===== config.mk =====
export PLATFORM = sky130hd
export DESIGN_NAME = reg_xfer_ctrl_flat
export DESIGN_NICKNAME = d
export VERILOG_FILES = /design/src/rtl/reg_xfer_ctrl_if.sv /design/src/rtl/reg_xfer_ctrl.sv /design/src/flat_wrapper.sv
export SDC_FILE = /design/constraint.sdc
export NUM_CORES = 1
export LEC_CHECK = 0
export CELL_PAD_IN_SITES_DETAIL_PLACEMENT = 0
export CELL_PAD_IN_SITES_GLOBAL_PLACEMENT = 1
export CORE_MARGIN = 2
export CORE_UTILIZATION = 33
export DETAILED_ROUTE_END_ITERATION = 6
export PLACE_DENSITY_LB_ADDON = 0.1
export SLEW_MARGIN = 20
export SYNTH_ARGS = -nofsm -noshare
export SYNTH_HDL_FRONTEND = slang
export SYNTH_SLANG_ARGS = --single-unit

===== constraint.sdc =====
create_clock -name clk -period 2.05 [get_ports clk]
set_input_delay 0.3075 -clock clk [delete_from_list [all_inputs] [get_ports clk]]
set_output_delay 0.3075 -clock clk [all_outputs]
set_load 0.05 [all_outputs]

===== src/rtl/reg_xfer_ctrl_if.sv =====
`default_nettype none
// ============================================================================
//  Module      : reg_xfer_ctrl_if
//  Description : Command handshake and register-bank bus bundle shared by the
//                transfer controller and whatever issues commands to it.
//  Revision    : 1.0 - initial release
// ============================================================================
interface reg_xfer_ctrl_if #(
    parameter int NREG = 4,
    parameter int W    = 4
) ();
    localparam int SELW = $clog2(NREG);

    // Command channel
    logic                req_valid;
    logic                req_ready;
    logic [1:0]          req_op;
    logic [SELW-1:0]     req_src;
    logic [SELW-1:0]     req_dst;
    logic [W-1:0]        req_imm;

    // Register bank side
    logic [NREG*W-1:0]   reg_q;
    logic [W-1:0]        bus;
    logic [NREG-1:0]     load;
    logic                done;

    // Command issuer / register bank owner
    modport master (
        output req_valid, req_op, req_src, req_dst, req_imm, reg_q,
        input  req_ready, bus, load, done
    );

    // Transfer controller
    modport slave (
        input  req_valid, req_op, req_src, req_dst, req_imm, reg_q,
        output req_ready, bus, load, done
    );
endinterface
`default_nettype wire


===== src/rtl/reg_xfer_ctrl.sv =====
`default_nettype none
// ============================================================================
//  Module      : reg_xfer_ctrl
//  Description : Sequencing controller for a bank of load-enabled registers.
//                Executes MOVE, LOAD immediate, CLEAR and a three-step SWAP
//                by driving the shared data bus and one-hot load strobes.
//  Revision    : 1.0 - initial release
// ============================================================================
module reg_xfer_ctrl #(
    parameter int NREG = 4,
    parameter int W    = 4
) (
    input  wire logic       clk,
    input  wire logic       rstn,
    reg_xfer_ctrl_if.slave  xif
);
    localparam int SELW = $clog2(NREG);

    // FSM encoding
    localparam logic [2:0] IDLE = 3'd0;
    localparam logic [2:0] EXEC = 3'd1;
    localparam logic [2:0] SW1  = 3'd2;
    localparam logic [2:0] SW2  = 3'd3;
    localparam logic [2:0] SW3  = 3'd4;

    // Command opcodes
    localparam logic [1:0] OP_MOVE  = 2'b00;
    localparam logic [1:0] OP_LOAD  = 2'b01;
    localparam logic [1:0] OP_SWAP  = 2'b10;
    localparam logic [1:0] OP_CLEAR = 2'b11;

    logic [2:0]      r_state;
    logic [2:0]      w_state_nxt;
    logic [1:0]      r_op;
    logic [SELW-1:0] r_src;
    logic [SELW-1:0] r_dst;
    logic [W-1:0]    r_imm;
    logic [W-1:0]    r_tmp;
    logic            r_done;

    logic            w_accept;
    logic [W-1:0]    w_regs [NREG];
    logic [W-1:0]    w_src_q;
    logic [W-1:0]    w_dst_q;
    logic [NREG-1:0] w_src_oh;
    logic [NREG-1:0] w_dst_oh;
    logic [W-1:0]    w_bus;
    logic [NREG-1:0] w_load;

    // Unpack the flattened register readback and build the select decoders
    generate
        for (genvar i = 0; i < NREG; i++) begin : g_regsel
            assign w_regs[i]   = xif.reg_q[i*W +: W];
            assign w_src_oh[i] = (r_src == SELW'(i));
            assign w_dst_oh[i] = (r_dst == SELW'(i));
        end
    endgenerate

    assign w_src_q  = w_regs[r_src];
    assign w_dst_q  = w_regs[r_dst];

    // Ready only in IDLE and never while reset is asserted
    assign xif.req_ready = (r_state == IDLE) && rstn;
    assign w_accept      = xif.req_valid && xif.req_ready;

    // Next-state selection; SWAP takes the three-step path, all else one EXEC
    always_comb begin
        w_state_nxt = r_state;
        case (r_state)
            IDLE: begin
                if (w_accept) begin
                    w_state_nxt = (xif.req_op == OP_SWAP) ? SW1 : EXEC;
                end
            end
            EXEC:    w_state_nxt = IDLE;
            SW1:     w_state_nxt = SW2;
            SW2:     w_state_nxt = SW3;
            SW3:     w_state_nxt = IDLE;
            default: w_state_nxt = IDLE;
        endcase
    end

    // Bus and strobe decode from registered state only (no req_* feedthrough)
    always_comb begin
        w_bus  = '0;
        w_load = '0;
        case (r_state)
            EXEC: begin
                w_load = w_dst_oh;
                case (r_op)
                    OP_MOVE:  w_bus = w_src_q;
                    OP_LOAD:  w_bus = r_imm;
                    OP_CLEAR: w_bus = '0;
                    default:  w_bus = '0;
                endcase
            end
            SW1: begin
                // Source value parked on the bus so it can be captured in tmp
                w_bus = w_src_q;
            end
            SW2: begin
                w_bus  = w_dst_q;
                w_load = w_src_oh;
            end
            SW3: begin
                w_bus  = r_tmp;
                w_load = w_dst_oh;
            end
            default: begin
                w_bus  = '0;
                w_load = '0;
            end
        endcase
    end

    assign xif.bus  = w_bus;
    assign xif.load = w_load;
    assign xif.done = r_done;

    // State, captured command fields, SWAP temporary and done pulse
    always_ff @(posedge clk) begin
        if (!rstn) begin
            r_state <= IDLE;
            r_op    <= '0;
            r_src   <= '0;
            r_dst   <= '0;
            r_imm   <= '0;
            r_tmp   <= '0;
            r_done  <= 1'b0;
        end else begin
            r_state <= w_state_nxt;
            // done marks the edge on which the final load of a command lands
            r_done  <= (r_state == EXEC) || (r_state == SW3);
            if (w_accept) begin
                r_op  <= xif.req_op;
                r_src <= xif.req_src;
                r_dst <= xif.req_dst;
                r_imm <= xif.req_imm;
            end
            if (r_state == SW1) begin
                r_tmp <= w_bus;
            end
        end
    end

    // Structural guarantees of the strobe decode
    a_load_onehot0 : assert property (@(posedge clk) $onehot0(xif.load));
    a_idle_no_load : assert property (@(posedge clk)
                                      (r_state == IDLE) |-> (xif.load == '0));
endmodule
`default_nettype wire


===== src/flat_wrapper.sv =====
// flat-port wrapper written by rule: the top's interface ports become plain ports
module reg_xfer_ctrl_flat 
#(
    parameter int NREG = 4,
    parameter int W    = 4
)
  (clk, rstn, xif_req_valid, xif_req_op, xif_req_src, xif_req_dst, xif_req_imm, xif_reg_q, xif_req_ready, xif_bus, xif_load, xif_done);
  reg_xfer_ctrl_if #(.NREG(NREG), .W(W)) xif_i ();
  input  wire logic clk;
  input  wire logic rstn;
  input wire logic [$bits(xif_i.req_valid)-1:0] xif_req_valid;
  input wire logic [$bits(xif_i.req_op)-1:0] xif_req_op;
  input wire logic [$bits(xif_i.req_src)-1:0] xif_req_src;
  input wire logic [$bits(xif_i.req_dst)-1:0] xif_req_dst;
  input wire logic [$bits(xif_i.req_imm)-1:0] xif_req_imm;
  input wire logic [$bits(xif_i.reg_q)-1:0] xif_reg_q;
  output wire logic [$bits(xif_i.req_ready)-1:0] xif_req_ready;
  output wire logic [$bits(xif_i.bus)-1:0] xif_bus;
  output wire logic [$bits(xif_i.load)-1:0] xif_load;
  output wire logic [$bits(xif_i.done)-1:0] xif_done;
  assign xif_i.req_valid = xif_req_valid;
  assign xif_i.req_op = xif_req_op;
  assign xif_i.req_src = xif_req_src;
  assign xif_i.req_dst = xif_req_dst;
  assign xif_i.req_imm = xif_req_imm;
  assign xif_i.reg_q = xif_reg_q;
  assign xif_req_ready = xif_i.req_ready;
  assign xif_bus = xif_i.bus;
  assign xif_load = xif_i.load;
  assign xif_done = xif_i.done;
  reg_xfer_ctrl #(.NREG(NREG), .W(W)) u_core (.clk(clk), .rstn(rstn), .xif(xif_i));
endmodule

# Word level (Yosys, flattened, before mapping)
# Index checks and enable logic that the tools add are counted.
word_totals:
  latchBits: 0
  out_inout_bits: 10
  mem_bits_rw: 0
  ff_bits: 18
  mem_count: 0
  rom_bits: 0
classes:
  n_mul: 0
  magnitude_cmp: 2
  n_mux: 12
  eq_ne: 13
  reduce_logical: 8
  n_bitwise: 2
  n_addsub: 0
  div_mod_pow: 0
  shifts: 0
ops:
  columns: ["cell", "n"]
  rows:
  - ["$bmux W4 S2", 2]
  - ["$mux W4", 4]
  - ["$pmux W4 S2", 2]
  - ["$pmux W4 S4", 1]
  - ["$eq A2 B2 Y1 const B", 5]
  - ["$pmux W3 S3", 1]
  - ["$eq A2 B1 Y1 const B", 3]
  - ["$eq A3 B2 Y1 const B", 2]
  - ["$ge A3 B3 Y1 const B", 2]
  - ["$logic_not A2 Y1", 3]
  - ["$not A2 Y3", 2]
  - ["$eq A3 B1 Y1 const B", 1]
  - ["$eq A3 B3 Y1 const B", 1]
  - ["$logic_not A3 Y1", 1]
  - ["$mux W3", 1]
  - ["$logic_and A1 B1 Y1", 2]
  - ["$mux W2", 1]
  - ["$ne A2 B1 Y1 const B", 1]
  - ["$reduce_or A2 Y1", 1]
  - ["$logic_or A1 B1 Y1", 1]

# Logic depth before layout (Yosys ltp)
# Gate-level depths: netlist of run 1.
logic_depth:
  depth_word: 6
  mapped_depth: 5
  ltp_nobuf: 3

# Worst setup path before layout of run 1
# Ideal clock, no wire load.
synth_path:
  path_kind: "flip-flop to output port"
  from: "register u_core.r_state[1]"
  to: "output xif_load[3]"
  required_ps: 1742
  slack_ps: -466
  arrival_time_ps: 2208
  stages_incl_launch_ff: 3
  cell_sequence: "dfxtp_1 buf_4 o41ai_1"
synth_via:
  elab_chain_len: 3
  word_cells_on_any_way: 5
  classes_between: "3 x eq/ne; 1 x mux; 1 x reduce/logical"
synth_lines:
  columns: ["element", "line_no", "text"]
  rows:
  - ["from (decl)", "reg_xfer_ctrl.sv:32", "logic [2:0] r_state;"]
  - ["from (signal assigned)", "reg_xfer_ctrl.sv:131", "r_state <= w_state_nxt;"]
  - ["$eq A3 B3 Y1 / $eq A3 B1 Y1 (equally long branches)", "reg_xfer_ctrl.sv:87", "case (r_state)"]
  - ["$reduce_or A2 Y1 (no line)", null, null]
  - ["$pmux W4 S2 *", "reg_xfer_ctrl.sv:87", null]
  - ["to (decl)", "flat_wrapper.sv:19", "output wire logic [$bits(xif_i.load)-1:0] xif_load;"]
# Every way passes the cells marked *; elsewhere a longest branch is shown, timed or not.

# Worst setup path after layout of run 1
layout_path:
  from: "register u_core.r_src[0]"
  to: "output xif_bus[0]"
layout_via:
  elab_chain_len: 6
layout_lines:
  columns: ["element", "line_no", "text"]
  rows:
  - ["from (decl)", "reg_xfer_ctrl.sv:35", "logic [SELW-1:0] r_src;"]
  - ["from (signal assigned)", "reg_xfer_ctrl.sv:136", "r_src <= xif.req_src;"]
  - ["$not A2 Y3 (implied by the code) *", "reg_xfer_ctrl.sv:59", "assign w_src_q = w_regs[r_src];"]
  - ["$bmux W4 S2 *", "reg_xfer_ctrl.sv:59", null]
  - ["$mux W4 (implied by the code) * (2 in series)", "reg_xfer_ctrl.sv:59", null]
  - ["$pmux W4 S2", "reg_xfer_ctrl.sv:90", "case (r_op)"]
  - ["$pmux W4 S4 *", "reg_xfer_ctrl.sv:87", null]
  - ["to (decl)", "flat_wrapper.sv:18", "output wire logic [$bits(xif_i.bus)-1:0] xif_bus;"]
# Every way passes the cells marked *; elsewhere a longest branch is shown, timed or not. The select of a mux whose other input is x is not followed.

==> flow_summary.toml, run 1 <==
[status]
outcome = "finished, violations left"
violations = "setup timing"

[placement]
place_inst = 201
dpl_cell_area_um2 = 1630
preCtsSetupSlack_ns = -0.0126
io_buffers = 38
hpwl_um = 2180
gp_congestion = 0.726

[worst_setup_path]
worst_r2r_startpoint = "u_core.r_state[1]"
r2r_slack_ns = 0.45
critPathLaunchType = "flop"
worstPathRequired_ns = 1.74
path_max_fanout = 3
regToRegEndpoint = "u_core.r_dst[1]"
cp_slowest_cell = "mux4_2"
crit_path_start = "u_core.r_src[0]"
cp-end-kind = "primary output"
critPathMaxStageDelay_ns = 0.51
path_cells = "buf_4 -> mux4_2 -> a221o_1 -> buf_6"
r2r_cells = 5
timing_worst_setup_path_type = "reg2out"
cp_data_arrival_time_ns = 1.80
endpoint = "xif_bus[0]"

[yosys]
yosysUniqueCellTypes = 32
synth_compound_area_share_pct = 13.8
ys_ff_latch = 18
netlist_instances = 119
ys_seq_area_share_pct = 31.3
synthMuxAreaShare_pct = 24.4
synth_top_area_share_pct = 31.3
synth_xor_area_share_pct = 0.762
synthAdderAreaFrac_pct = 0
yosys-top-cells-count = "18 x dfxtp_1, 15 x nand2_1, 13 x inv_1"
synth_edf_count = 0
async_flop_share_pct = 0
ys.flop_type = "dfxtp_1"
synthSimpleGateAreaFrac_pct = 19.7
yosysMostFrequentCell = "dfxtp_1"
syn-cell-area_um2 = 1150
yosysTopAreaCell = "dfxtp_1"
syn_avg_cell_area_um2 = 9.66
synthTopCellsByArea = "dfxtp_1 31%, mux4_2 16%, mux2i_1 8.7%"
synth_top_family_by_area = "multiplexers"
syn_nets = 148
ys_warn_count = 0

[die]
top_level_ports = 39
start_util_pct = 34.5
fp-row-count = 21
core-area_um2 = 3340
die_area_um2 = 3970
die_w_um = 63.0
die_h_um = 63.0

[clock_tree]
cts_tree = "done"
clkTransAtPathRegs_ns = 0.11
cts_made_buffers = 3
ctsHoldBuffers = 0
cts-htree-levels = 1
clk_latency_ns = 0.30
cts.root.buffer_cell = "clkbuf_4"
clockBufferDepth = 2
clock_sinks = 18

[sta]
fmax_mhz = 475
finalSetupViolCount = 4
hold_viol_final = 0
slew_violations = 0
worst_slew_pin_slew_ns = 0.491
fin_ws_ns = -0.0563
fin_crit_sh_pct = 103
clock_skew_ns = 0.0145
rsz0062_at_grt = "true"
relSlewSlack_pct = 67.2
final.min_clock_period_ns = 2.11
fin_hold_ws_ns = 0.455

[global_route]
grt_pass1_wl_um = 4720
grt_pass1_vias = 1096
grt_max_degree = 22
overflow = 0
antenna_found_initial = 0
grt_usage_pct = 15.1

[final_layout]
drive_gt1_share_pct = 29.7
nNetsFinal = 196
antenna_cells = 0
fin_cells = 211
stdcell_area_um2 = 1750
area_growth_pct = 52.2

[power_and_ir_drop]
leakagePower_nw = 0.752
powerDensity_nw_per_um2 = 510
ir_drop_mv = 0.361
fin_total_pwr_mw = 0.892

[route]
vias = 1044
drt_iter0_drc = 30
drc = 0
dr.pass1.iters = 4
drt_wl_total_um = 2790
vias_per_cell = 4.95
drt.antenna.violating_nets = 0
wire_per_inst_um = 13.2

[worst_hold_path]
hold_path_startpoint = "u_core.r_tmp[3]"
hp-class = "reg2reg"

[flow_run]
maxCapViolCount = 0
==> registers in the layout (all words and copies together) (netlist names) <==
register         count
u_core.r_imm         4
u_core.r_tmp         4
u_core.r_state       3
u_core.r_dst         2
u_core.r_op          2
u_core.r_src         2
u_core.xif.done      1
==> final cells by class <==
type	count	area, um2
multi-input cells	78	696
flip-flops and latches	18	378
repair buffers	52	544
fillers	338	1590
clock buffers	3	22.5
well taps	46	57.6
inverters	14	52.6
==> timing repair <==
action	4_1_cts	5_1_grt
setup endpoints to repair	7	6
pin swaps	3	3
resized for setup	17	2
buffers inserted	5	2
==> worst min-delay path by stage <==
stage / end / slack (ns) / cells after the start
finish: u_core.r_tmp[3] / 0.46 / 2
global route: u_core.r_tmp[3] / 0.49 / 2
CTS: u_core.r_tmp[3] / 0.46 / 2
detailed placement: u_core.r_tmp[0] / 0.44 / 2
global placement: u_core.r_tmp[3] / 0.44 / 2
floorplan: u_core.r_tmp[3] / 0.43 / 2
==> critical path, delay by kind of cell, from the launching register on <==
family,cells,cell delay (ns)
multiplexers,1,0.51
flip-flops,1,0.37
buffers and inverters,2,0.27
AO/OA/AOI/OAI,1,0.35
==> layer usage <==
metal,vias up,part of all wire [%],global-route usage (%)
met5,-,0,0
met1,497,43,17.2
li1,523,-,-
met4,0,0.83,4.17
met3,2,3.8,3.96
met2,22,52,27.5
==> per-stage QoR <==
stage | setup TNS [ns] | utilization [%]
final | -0.161 | 52.5
after global placement | -0.0298 | 48.7
after CTS | -0.197 | 51.9
after floorplan | 0 | -
after detailed placement | -0.0235 | 48.7
after global routing | -0.393 | 52.5
==> power breakdown <==
part	switching (mW)	leakage (nW)	internal, mW
Combinational	0.139	0.587	0.178
Sequential	0.0241	0.151	0.372
Clock	0.111	0.0138	0.0685
Total	0.274	0.752	0.618
==> cells by family (layout without fill, tap and decap cells) <==
logic type      after synthesis  count (layout)
mux                          18              18
simple gates                 39              39
buf+inv                      23              69
compound gates               20              20
xor+xnor                      1               1
flops                        18              18
==> layout by cell type (no fill, tap or decap), drive strengths merged <==
cell type      Yosys  routed
nor2               4       4
dfxtp             18      18
and3b              2       2
nor3               1       1
xnor2              1       1
and2               2       2
nor4b              1       1
o41ai              1       1
mux4               8       8
nor3b              5       5
a21oi              2       2
clkdlybuf4s50      0      29
o21ai              5       5
a22o               4       4
nand2b             1       1
buf                6      23
clkbuf             3       3
a31oi              1       1
inv               14      14
nor2b              1       1
a221o              4       4
mux2i             10      10
nand2             16      16
a32o               3       3
nand3              5       5
or4b               1       1
No activity file was read; power rests on OpenSTA's default activity.
==> run 2, diff against run 1 <==
--- a/config.mk
+++ b/config.mk
@@ -8,8 +8,9 @@
 export CELL_PAD_IN_SITES_DETAIL_PLACEMENT = 0
 export CELL_PAD_IN_SITES_GLOBAL_PLACEMENT = 1
 export CORE_MARGIN = 2
-export CORE_UTILIZATION = 33
+export CORE_UTILIZATION = 30
 export DETAILED_ROUTE_END_ITERATION = 6
+export DONT_BUFFER_PORTS = 1
 export PLACE_DENSITY_LB_ADDON = 0.1
 export SLEW_MARGIN = 20
 export SYNTH_ARGS = -nofsm -noshare
==> run 2 against run 1 <==
Against the previous run: the run still ends with setup timing left; global-route usage down 0.41 points; flip-flop and latch count unchanged; cell count decreased by 14%; worst hold slack worse by 0.29 ns; register-to-register slack improved by 0.21 ns; sequential power is 1% higher; via count is 7.8% lower; critical path depth did not move; cell area shrank 17%; first-iteration DRC count up 27%; combinational power down 21%; largest cell class unchanged; largest power group unchanged.
==> flow_summary.toml, run 2 (synthesis gave the netlist of run 1 again) <==
[worst_setup_path]
r2r_cells = 4
timing_worst_setup_path_type = "reg2out"
path_max_fanout = 3
r2r_slack_ns = 0.66
worstPathRequired_ns = 1.74
worst_r2r_startpoint = "u_core.r_state[1]"
cp-end-kind = "primary output"
cp_data_arrival_time_ns = 1.76
critPathLaunchType = "flop"
regToRegEndpoint = "u_core.r_op[0]"

[sta]
finalSetupViolCount = 3
slew_violations = 0
rsz0062_at_grt = "true"
fin_ws_ns = -0.0150
final.min_clock_period_ns = 2.07
fmax_mhz = 484
finalSetupTns_ns = -0.0165
relSlewSlack_pct = 68.0
worst_slew_pin_slew_ns = 0.480
fin_hold_ws_ns = 0.169
hold_viol_final = 0
fin_crit_sh_pct = 101
clock_skew_ns = 0.00225

[worst_hold_path]
whs_endpoint = "u_core.r_dst[1]"
holdPathStages = 2
hp-class = "in2reg"
hold_path_startpoint = "xif_req_dst[1]"

[final_layout]
drive_gt1_share_pct = 32.3
most-common-layout-cells = "15 x nand2_1, 13 x inv_1, 13 x dfxtp_1, 12 x buf_4, 10 x mux2i_1"
area_growth_pct = 26.4
regArea_um2 = 372
nNetsFinal = 163
layout_commonest_cell = "nand2_1"
final_core_util_pct = 39.7
fillers = 380
multiInputGateArea_um2 = 693
reg_top3 = "u_core.r_imm x4, u_core.r_tmp x4, u_core.r_state x3"
antenna_cells = 0

[power_and_ir_drop]
p_switching_mw = 0.278
fin_total_pwr_mw = 0.953
powerDensity_nw_per_um2 = 655
ir_drop_mv = 0.226
seqPwrFrac_pct = 41.9
power_frac_comb_pct = 26.3
p_int_mw = 0.675
leakagePower_nw = 0.626
pwr-share-clk_pct = 31.8
switching_share_pct = 29.2

[clock_tree]
ctsHoldBuffers = 0
cts_made_buffers = 3
cts.root.buffer_cell = "clkbuf_8"
cts_tree = "done"
clkTransAtPathRegs_ns = 0.07
clockBufferDepth = 2
clk_latency_ns = 0.26
cts-htree-levels = 1
clock_sinks = 18

[die]
die_w_um = 65.9
core-area_um2 = 3660
top_level_ports = 39
die_area_um2 = 4340
die_h_um = 65.9
start_util_pct = 31.4
fp-row-count = 22

[global_route]
antenna_found_initial = 0
grt_usage_pct = 14.7
grt_max_degree = 23
overflow = 0
grt_pass1_wl_um = 4750
grt_pass1_vias = 981

[flow_run]
maxCapViolCount = 0

[route]
drt_iter0_drc = 38
drt_wl_total_um = 2910
wire_per_inst_um = 16.1
vias = 963
drc = 0
vias_per_cell = 5.32
drt.antenna.violating_nets = 0
dr.pass1.iters = 4

[status]
outcome = "finished, violations left"
violations = "setup timing"

[placement]
hpwl_um = 2280
gp_congestion = 0.704
io_buffers = 0
## run 2: cell types whose count changed in the layout (fill, tap and decap cells not counted), moves of 2 or more
cell / previous run / this run
clkdlybuf4s50_1: 29 / 0
buf_6: 5 / 1
clkbuf_8: 0 / 4
clkbuf_4: 3 / 0
dfxtp_4: 4 / 2
## run 2: worst max-delay path by stage
stage	from	to	slack, ns
after floorplan	u_core.r_dst[1]	xif_load[3]	0.18
after global placement	u_core.r_dst[0]	xif_bus[3]	0.16
after detailed placement	u_core.r_dst[0]	xif_bus[0]	0.13
after CTS	u_core.r_src[0]	xif_bus[2]	-0.03
after global routing	u_core.r_src[0]	xif_bus[0]	-0.07
final	u_core.r_src[0]	xif_bus[1]	-0.02
## run 2: layout make-up
type | count | area share (%)
timing repair buffer | 19 | 15.2
tap | 48 | 4.13
multi-input combinational | 78 | 47.7
inverter | 14 | 3.61
sequential | 18 | 25.6
clock buffer | 4 | 3.79
## run 2: worst max-delay path, stage by stage, from the launching register on
cell	delay [ns]
dfxtp_2	0.35
buf_6	0.11
mux4_2	0.50
a221o_1	0.37
buf_12	0.16
## run 2: repair_timing
item | 4_1_cts | 5_1_grt
endpoints found under the setup margin | 5 | 6
endpoints found under the hold margin | 0 | 0
pin swaps | 3 | 3
gates resized for setup | 10 | 0
setup buffers | 3 | 1
## run 2: per-layer routing
layer | track usage (%) | share of wire, % | up-vias
met2 | 25.0 | 52 | 19
met3 | 2.56 | 4.5 | 4
met1 | 18.1 | 42 | 484
met5 | 0 | 0 | -
met4 | 6.25 | 1.4 | 0
li1 | - | - | 456
## run 2: power groups by stage
stage	Sequential, mW	Combinational, mW	Clock (mW)
2_1_floorplan	0.396	0.180	0
3_3_place_gp	0.409	0.232	0
3_5_place_dp	0.410	0.235	0
4_1_cts	0.400	0.251	0.310
5_1_grt	0.404	0.271	0.328
6_report	0.400	0.251	0.303
## run 2: metrics by stage
step	setup WS, ns	area (um2)	cells
6_report	-0.0150	1450	181
5_1_grt	-0.0675	1450	181
4_1_cts	-0.0260	1450	180
3_5_place_dp	0.135	1340	173
3_3_place_gp	0.160	1340	173
2_1_floorplan	0.179	1160	119
